File: config.mk
export PLATFORM = sky130hd
export DESIGN_NAME = adbg_cpu_dbg_bridge
export DESIGN_NICKNAME = d
export VERILOG_FILES = /design/src/rtl/adbg_pkg.sv /design/src/rtl/adbg_cpu_dbg_fsm.sv /design/src/rtl/adbg_cpu_dbg_bridge.sv
export SDC_FILE = /design/constraint.sdc
export NUM_CORES = 1
export LEC_CHECK = 0
export CELL_PAD_IN_SITES_DETAIL_PLACEMENT = 1
export CELL_PAD_IN_SITES_GLOBAL_PLACEMENT = 2
export CORE_ASPECT_RATIO = 1.25
export CORE_UTILIZATION = 22
export DETAILED_ROUTE_END_ITERATION = 10
export GPL_ROUTABILITY_DRIVEN = 0
export PLACE_DENSITY = 0.87
export SLEW_MARGIN = 15
export SYNTH_ARGS = -nofsm -noshare
export SYNTH_HDL_FRONTEND = slang
export SYNTH_SLANG_ARGS = --single-unit
File: constraint.sdc
create_clock -name cpu_clk_i -period 1.8 [get_ports cpu_clk_i]
set_input_delay 0.36 -clock cpu_clk_i [delete_from_list [all_inputs] [get_ports cpu_clk_i]]
set_output_delay 0.36 -clock cpu_clk_i [all_outputs]
set_load 0.02 [all_outputs]
File: src/rtl/adbg_pkg.sv
// Shared types and defaults for the CPU-side debug bridge.
package adbg_pkg;

  typedef enum logic [2:0] {
    ST_IDLE   = 3'd0,
    ST_REQ    = 3'd1,
    ST_WAIT_R = 3'd2,
    ST_ACK    = 3'd3,
    ST_DRAIN  = 3'd4
  } dbg_state_e;

  localparam logic [31:0] ERR_DATA_DEFAULT = 32'hDEADBEEF;

  // A disabled timeout (0) still needs a legal one-bit counter.
  function automatic int cnt_width(input int timeout_cycles);
    return (timeout_cycles > 0) ? $clog2(timeout_cycles + 1) : 1;
  endfunction

endpackage

File: src/rtl/adbg_cpu_dbg_fsm.sv
// One core's slave FSM: BIU strobe bus in, req/gnt/rvalid debug port out,
// with a saturating per-transaction timeout so the BIU always gets an ack.
module adbg_cpu_dbg_fsm
  import adbg_pkg::*;
#(
  parameter int          TIMEOUT_CYCLES = 1024,
  parameter logic [31:0] ERR_DATA       = ERR_DATA_DEFAULT
) (
  input  logic        clk_i,
  input  logic        rstn_i,
  input  logic [15:0] addr_i,
  input  logic [31:0] wdata_i,
  input  logic        stb_i,
  input  logic        we_i,
  output logic [31:0] data_o,
  output logic        ack_o,
  output logic        req_o,
  output logic        dbg_we_o,
  output logic [15:0] dbg_addr_o,
  output logic [31:0] dbg_wdata_o,
  input  logic        gnt_i,
  input  logic        rvalid_i,
  input  logic [31:0] rdata_i,
  output logic        timeout_o,
  input  logic        timeout_clr_i
);

  localparam int          CW        = cnt_width(TIMEOUT_CYCLES);
  localparam bit          TO_EN     = (TIMEOUT_CYCLES > 0);
  localparam logic [CW-1:0] CNT_MAX   = '1;
  localparam logic [CW-1:0] CNT_LIMIT = CW'((TIMEOUT_CYCLES > 0) ? (TIMEOUT_CYCLES - 1) : 0);

  dbg_state_e    state_q, state_d;
  logic [CW-1:0] cnt_q, cnt_d;
  logic [31:0]   data_q, data_d;
  logic          ack_q, ack_d;
  logic          req_q, req_d;
  logic          we_q, we_d;
  logic [15:0]   addr_q, addr_d;
  logic [31:0]   wdata_q, wdata_d;
  logic          to_q, to_d;
  logic          expired;

  // The counter is not cleared on REQ->WAIT_R, so a gnt that wins the
  // expiry cycle leaves WAIT_R a single cycle to see rvalid.
  assign expired = TO_EN && (cnt_q >= CNT_LIMIT);

  always_ff @(posedge clk_i) begin
    if (!rstn_i) begin
      state_q <= ST_IDLE;
      cnt_q   <= '0;
      data_q  <= '0;
      ack_q   <= 1'b0;
      req_q   <= 1'b0;
      we_q    <= 1'b0;
      addr_q  <= '0;
      wdata_q <= '0;
      to_q    <= 1'b0;
    end else begin
      state_q <= state_d;
      cnt_q   <= cnt_d;
      data_q  <= data_d;
      ack_q   <= ack_d;
      req_q   <= req_d;
      we_q    <= we_d;
      addr_q  <= addr_d;
      wdata_q <= wdata_d;
      to_q    <= to_d;
    end
  end

  always_comb begin
    state_d = state_q;
    cnt_d   = cnt_q;
    data_d  = data_q;
    ack_d   = 1'b0;
    req_d   = req_q;
    we_d    = we_q;
    addr_d  = addr_q;
    wdata_d = wdata_q;
    to_d    = to_q & ~timeout_clr_i;

    unique case (state_q)
      ST_IDLE: begin
        cnt_d = '0;
        if (stb_i) begin
          addr_d  = addr_i;
          we_d    = we_i;
          wdata_d = wdata_i;
          req_d   = 1'b1;
          state_d = ST_REQ;
        end
      end
      ST_REQ: begin
        cnt_d = (cnt_q == CNT_MAX) ? cnt_q : cnt_q + 1'b1;
        if (gnt_i) begin
          req_d   = 1'b0;
          state_d = ST_WAIT_R;
        end else if (expired) begin
          req_d   = 1'b0;
          data_d  = ERR_DATA;
          ack_d   = 1'b1;
          to_d    = 1'b1;
          state_d = ST_ACK;
        end
      end
      ST_WAIT_R: begin
        cnt_d = (cnt_q == CNT_MAX) ? cnt_q : cnt_q + 1'b1;
        if (rvalid_i) begin
          data_d  = we_q ? 32'h0 : rdata_i;
          ack_d   = 1'b1;
          state_d = ST_ACK;
        end else if (expired) begin
          data_d  = ERR_DATA;
          ack_d   = 1'b1;
          to_d    = 1'b1;
          state_d = ST_ACK;
        end
      end
      ST_ACK: begin
        state_d = stb_i ? ST_DRAIN : ST_IDLE;
      end
      ST_DRAIN: begin
        if (!stb_i) state_d = ST_IDLE;
      end
      default: state_d = ST_IDLE;
    endcase
  end

  assign data_o      = data_q;
  assign ack_o       = ack_q;
  assign req_o       = req_q;
  assign dbg_we_o    = we_q;
  assign dbg_addr_o  = addr_q;
  assign dbg_wdata_o = wdata_q;
  assign timeout_o   = to_q;

endmodule

File: src/rtl/adbg_cpu_dbg_bridge.sv
// CPU-clock-domain bridge between the debug BIU strobe bus and per-core
// req/gnt/rvalid debug ports; one independent FSM per core.
module adbg_cpu_dbg_bridge
  import adbg_pkg::*;
#(
  parameter int          NB_CORES       = 4,
  parameter int          TIMEOUT_CYCLES = 1024,
  parameter logic [31:0] ERR_DATA       = ERR_DATA_DEFAULT
) (
  input  logic                  cpu_clk_i,
  input  logic                  cpu_rstn_i,
  input  logic [NB_CORES*16-1:0] cpu_addr_i,
  input  logic [NB_CORES*32-1:0] cpu_data_i,
  input  logic [NB_CORES-1:0]    cpu_stb_i,
  input  logic [NB_CORES-1:0]    cpu_we_i,
  output logic [NB_CORES*32-1:0] cpu_data_o,
  output logic [NB_CORES-1:0]    cpu_ack_o,
  output logic [NB_CORES-1:0]    dbg_req_o,
  output logic [NB_CORES-1:0]    dbg_we_o,
  output logic [NB_CORES*16-1:0] dbg_addr_o,
  output logic [NB_CORES*32-1:0] dbg_wdata_o,
  input  logic [NB_CORES-1:0]    dbg_gnt_i,
  input  logic [NB_CORES-1:0]    dbg_rvalid_i,
  input  logic [NB_CORES*32-1:0] dbg_rdata_i,
  output logic [NB_CORES-1:0]    timeout_o,
  input  logic [NB_CORES-1:0]    timeout_clr_i
);

  for (genvar c = 0; c < NB_CORES; c++) begin : g_core
    adbg_cpu_dbg_fsm #(
      .TIMEOUT_CYCLES (TIMEOUT_CYCLES),
      .ERR_DATA       (ERR_DATA)
    ) u_fsm (
      .clk_i         (cpu_clk_i),
      .rstn_i        (cpu_rstn_i),
      .addr_i        (cpu_addr_i[c*16 +: 16]),
      .wdata_i       (cpu_data_i[c*32 +: 32]),
      .stb_i         (cpu_stb_i[c]),
      .we_i          (cpu_we_i[c]),
      .data_o        (cpu_data_o[c*32 +: 32]),
      .ack_o         (cpu_ack_o[c]),
      .req_o         (dbg_req_o[c]),
      .dbg_we_o      (dbg_we_o[c]),
      .dbg_addr_o    (dbg_addr_o[c*16 +: 16]),
      .dbg_wdata_o   (dbg_wdata_o[c*32 +: 32]),
      .gnt_i         (dbg_gnt_i[c]),
      .rvalid_i      (dbg_rvalid_i[c]),
      .rdata_i       (dbg_rdata_i[c*32 +: 32]),
      .timeout_o     (timeout_o[c]),
      .timeout_clr_i (timeout_clr_i[c])
    );
  end

endmodule

==> impl_metrics.ini <==
[logic_synthesis]
syn-instance-count = 1835
synth.distinct_cells = 89
synthesis.yosys.warnings = 0
synth-seq-area-share = 0.489
synth_area_in_simple_gates = 0.215
post_synth_xor_area_fraction = 0.00335
synth-seq-cells = 392
synth.net_count = 2181
dominant_combinational_cell_family_by_area_after_synthesis = compound AO/OA/AOI/OAI gates
asyncSetResetFlopFracSynth = 0
synthesis.area_per_instance_um2 = 8.75
synth_adder_area_share = 0.00312
synth_edf_count = 0
synth.area.mux_share = 0.00320
synth-compound-area-share = 0.228
synth-main-ff-cell = dfxtp_1
synth_area_um2 = 16100

[worst_setup_path]
ff2ff_path_depth = 6
worst_setup_path_start_kind = flop
worst_path_largest_cell_delay_ns = 0.38
crit_path_cell_trace = ha_4 -> a21o_1 -> a41oi_4 -> a221oi_4 -> buf_12 -> o221a_2
setup.worst_path.class = flop to flop
path_max_fanout = 24
critical_path.endpoint = g_core[3].u_fsm.data_o[2]$_SDFFE_PN0P_
worstSetupEndpointType = flop
critical-path-slowest-cell = a41oi_4
critPathLaunch = g_core[3].u_fsm.cnt_q[0]$_SDFFE_PN0P_
cp_data_arrival_time_ns = 2.26
worst_r2r_endpoint = g_core[3].u_fsm.data_o[2]$_SDFFE_PN0P_
worst-r2r-setup-slack_ns = 0.01
critical_path.reg2reg.startpoint = g_core[3].u_fsm.cnt_q[0]$_SDFFE_PN0P_
required_ns = 2.27

[detailed_routing]
detail_route.iter0.violations = 754
detail_route.wl_per_cell_um = 19.1
first_pass_iters = 5
remaining_drc_errors = 0
postRouteWirelength_mm = 67.4
route.vias.total = 16500
antenna_violating_nets_post_route = 0
via_to_cell_ratio = 4.67

[timing]
finalCriticalPeriod_ns = 1.79
maxClockFrequency_mhz = 559
worst_slack_ns = 0.0103
slew_headroom = 0.640
final_max_slew_viol_count = 0
grt_setup_unrepaired = yes
setup_skew_after_layout_ns = 0.0189
worst_slew_pin_slew_ns = 0.527
timing.final.setup_violations = 0
final-hold-violation-count = 0
layout_worst_path_cycle_share = 0.994

[floorplanning]
die_x_um = 244
initial_utilization = 0.223
ioPinCount = 678
dieArea_um2 = 74100
coreArea_um2 = 72100
row_count = 110
die-height_um = 304

[layout]
layout-drive-gt1-share = 0.130
layout.area.seq_um2 = 7870
finish.cell_count_without_fillers = 3533
post_layout_nets = 2885
syn2layout_area_growth_pct = 61.9
layout.core_utilization = 0.360
multi_input_logic_area_um2 = 7420
layout.filler_cells = 8462

[clock_tree]
postCtsHoldBufs = 0
clk-insertion-delay-late_ns = 0.59
sinks_on_clock_net = 392
clk_root_buffer_cell = clkbuf_16
worst_setup_hold_path_clk_slew_ns = 0.06
cts_max_level = 2
cts_buffer_depth = 3
cts_inserted_buffers = 46
cts_tree = yes

[placement]
placedCellCount = 3423
dpl_worst_slack_ns = -0.560
dp_hpwl_mm = 49.3
io_buffers = 677

[power]
p_leak_nw = 11.1
peakVddDrop_mv = 0.643
power-per-cell-area_nw_per_um2 = 910

[grt]
number_of_global_route_vias_before_repair = 17200
grt_start_max_net_pins = 79
antenna_found_initial = 9
wire_length_of_the_first_global_routing_pass_mm = 101
grt_remaining_overflow = 0
globalRouteTotalUtil = 0.172

[worst_hold_path]
min_path_type = input pin to flop

[run_status]
run_status = completed

[job]
max-cap-violations = 0
==> per-layer routing <==
| layer | GRT usage | wire length (µm) |
|---|---|---|
| met1 | 0.191 | 26200 |
| met2 | 0.305 | 33800 |
| met3 | 0.0488 | 4940 |
| met4 | 0.0686 | 2420 |
| met5 | 0 | 58 |
==> cell usage in the layout, fill, tap and decap left out, types with 41 or more instances in the layout <==
master           instances
clkbuf_16               49
a21oi_1                253
dlygate4sd2_1          329
buf_4                  104
nor2_1                  55
o221a_1                 41
dfxtp_1                375
nor2b_1                 76
nand2_1                450
clkdlybuf4s50_1        340
==> timing repair <==
item	CTS	global route
endpoints found under the setup margin	379	99
resized for setup	354	43
cloned	1	4
pin swaps	4	16
setup buffers	9	6
==> stage by stage <==
| step | total power, mW | hold slack [ns] | cell area (µm²) | setup TNS, ns |
|---|---|---|---|---|
| CTS | 24.0 | 0.119 | 25700 | 0 |
| global placement | 13.6 | 0.437 | 24300 | -23.58 |
| detailed placement | 13.8 | 0.445 | 24300 | -29.11 |
| global route | 24.7 | 0.153 | 26000 | -0.265 |
| finish | 23.6 | 0.160 | 26000 | 0 |
| floorplan | 11.4 | 0.422 | 16100 | 0 |
==> cell type report <==
cell class	instances	share of cell area
Inverter	22	0.00337
Tap cell	952	0.0458
Timing Repair Buffer	813	0.298
Clock buffer	58	0.0495
Clock inverter	28	0.0145
Sequential cell	392	0.303
Antenna cell	4	0.000385
Multi-Input combinational cell	1264	0.286
==> worst min path at each step <==
stage | to | slack, ns | depth (start not counted) | start
after floorplan | g_core[0].u_fsm.cnt_q[9]$_SDFFE_PN0P_ | 0.42 | 2 | g_core[0].u_fsm.cnt_q[9]$_SDFFE_PN0P_
after global placement | g_core[0].u_fsm.cnt_q[9]$_SDFFE_PN0P_ | 0.44 | 2 | g_core[0].u_fsm.cnt_q[9]$_SDFFE_PN0P_
after detailed placement | g_core[0].u_fsm.cnt_q[9]$_SDFFE_PN0P_ | 0.44 | 2 | g_core[0].u_fsm.cnt_q[9]$_SDFFE_PN0P_
after CTS | g_core[0].u_fsm.data_o[24]$_SDFFE_PN0P_ | 0.12 | 3 | cpu_rstn_i
after global routing | g_core[0].u_fsm.data_o[24]$_SDFFE_PN0P_ | 0.15 | 3 | cpu_rstn_i
final | g_core[0].u_fsm.data_o[24]$_SDFFE_PN0P_ | 0.16 | 3 | cpu_rstn_i
==> cell usage after synthesis (all sizes together) (5+ instances only) <==
cell | n | area, µm²
a32o | 16 | 160
o21a | 7 | 52.6
and3 | 14 | 93.8
nand3 | 30 | 150
o2111ai | 7 | 61.3
o21ai | 29 | 145
a41oi | 5 | 100
nand2b | 12 | 77.6
a32oi | 8 | 70.1
buf | 76 | 528
nor3 | 14 | 91.3
or2 | 6 | 37.5
o211ai | 6 | 45.0
nor2b | 76 | 475
o221ai | 25 | 219
a21o | 7 | 53.8
o221a | 74 | 833
o22ai | 9 | 56.3
dfxtp | 392 | 7850
nand4 | 15 | 106
inv | 21 | 78.8
o31ai | 11 | 115
a21oi | 260 | 1310
and2b | 20 | 150
and2 | 10 | 63.8
clkbuf | 80 | 300
and4 | 5 | 46.3
a311oi | 6 | 58.8
nor2 | 55 | 206
or4 | 6 | 45.0
or3 | 13 | 81.3
nand2 | 451 | 1690
a2111o | 5 | 56.3
==> cells by family after synthesis <==
| family | after synthesis |
|---|---|
| AO/OA/AOI/OAI | 506 |
| adder cells (fa/ha/maj) | 4 |
| buffers and inverters | 181 |
| AND/OR/NAND/NOR | 743 |
| flip-flops | 392 |
| multiplexers | 5 |
| XOR/XNOR | 4 |
==> report_power, final <==
group	switching, mW	internal, mW	total (mW)	leakage (nW)
Combinational	2.15	1.82	3.97	7.03
Clock	4.08	6.24	10.3	0.822
Sequential	0.257	9.11	9.37	3.20
Total	6.48	17.2	23.6	11.1
==> registers in the layout, summed over array words and instances (netlist names) <==
signal                    cells
g_core.u_fsm.cnt_q           44
g_core.u_fsm.dbg_we_o         4
g_core.u_fsm.dbg_addr_o      64
g_core.u_fsm.req_o            4
g_core.u_fsm.dbg_wdata_o    128
g_core.u_fsm.state_q         12
g_core.u_fsm.data_o         128
g_core.u_fsm.timeout_o        4
g_core.u_fsm.ack_o            4
==> critical path, delay by kind of cell (launching register included) <==
family,cells,cell delay (ns)
adders and majority gates,1,0.17
DFF,1,0.35
AOI/OAI and AO/OA,4,0.98
buffers and inverters,1,0.18
(Power assumes the default switching activity.)
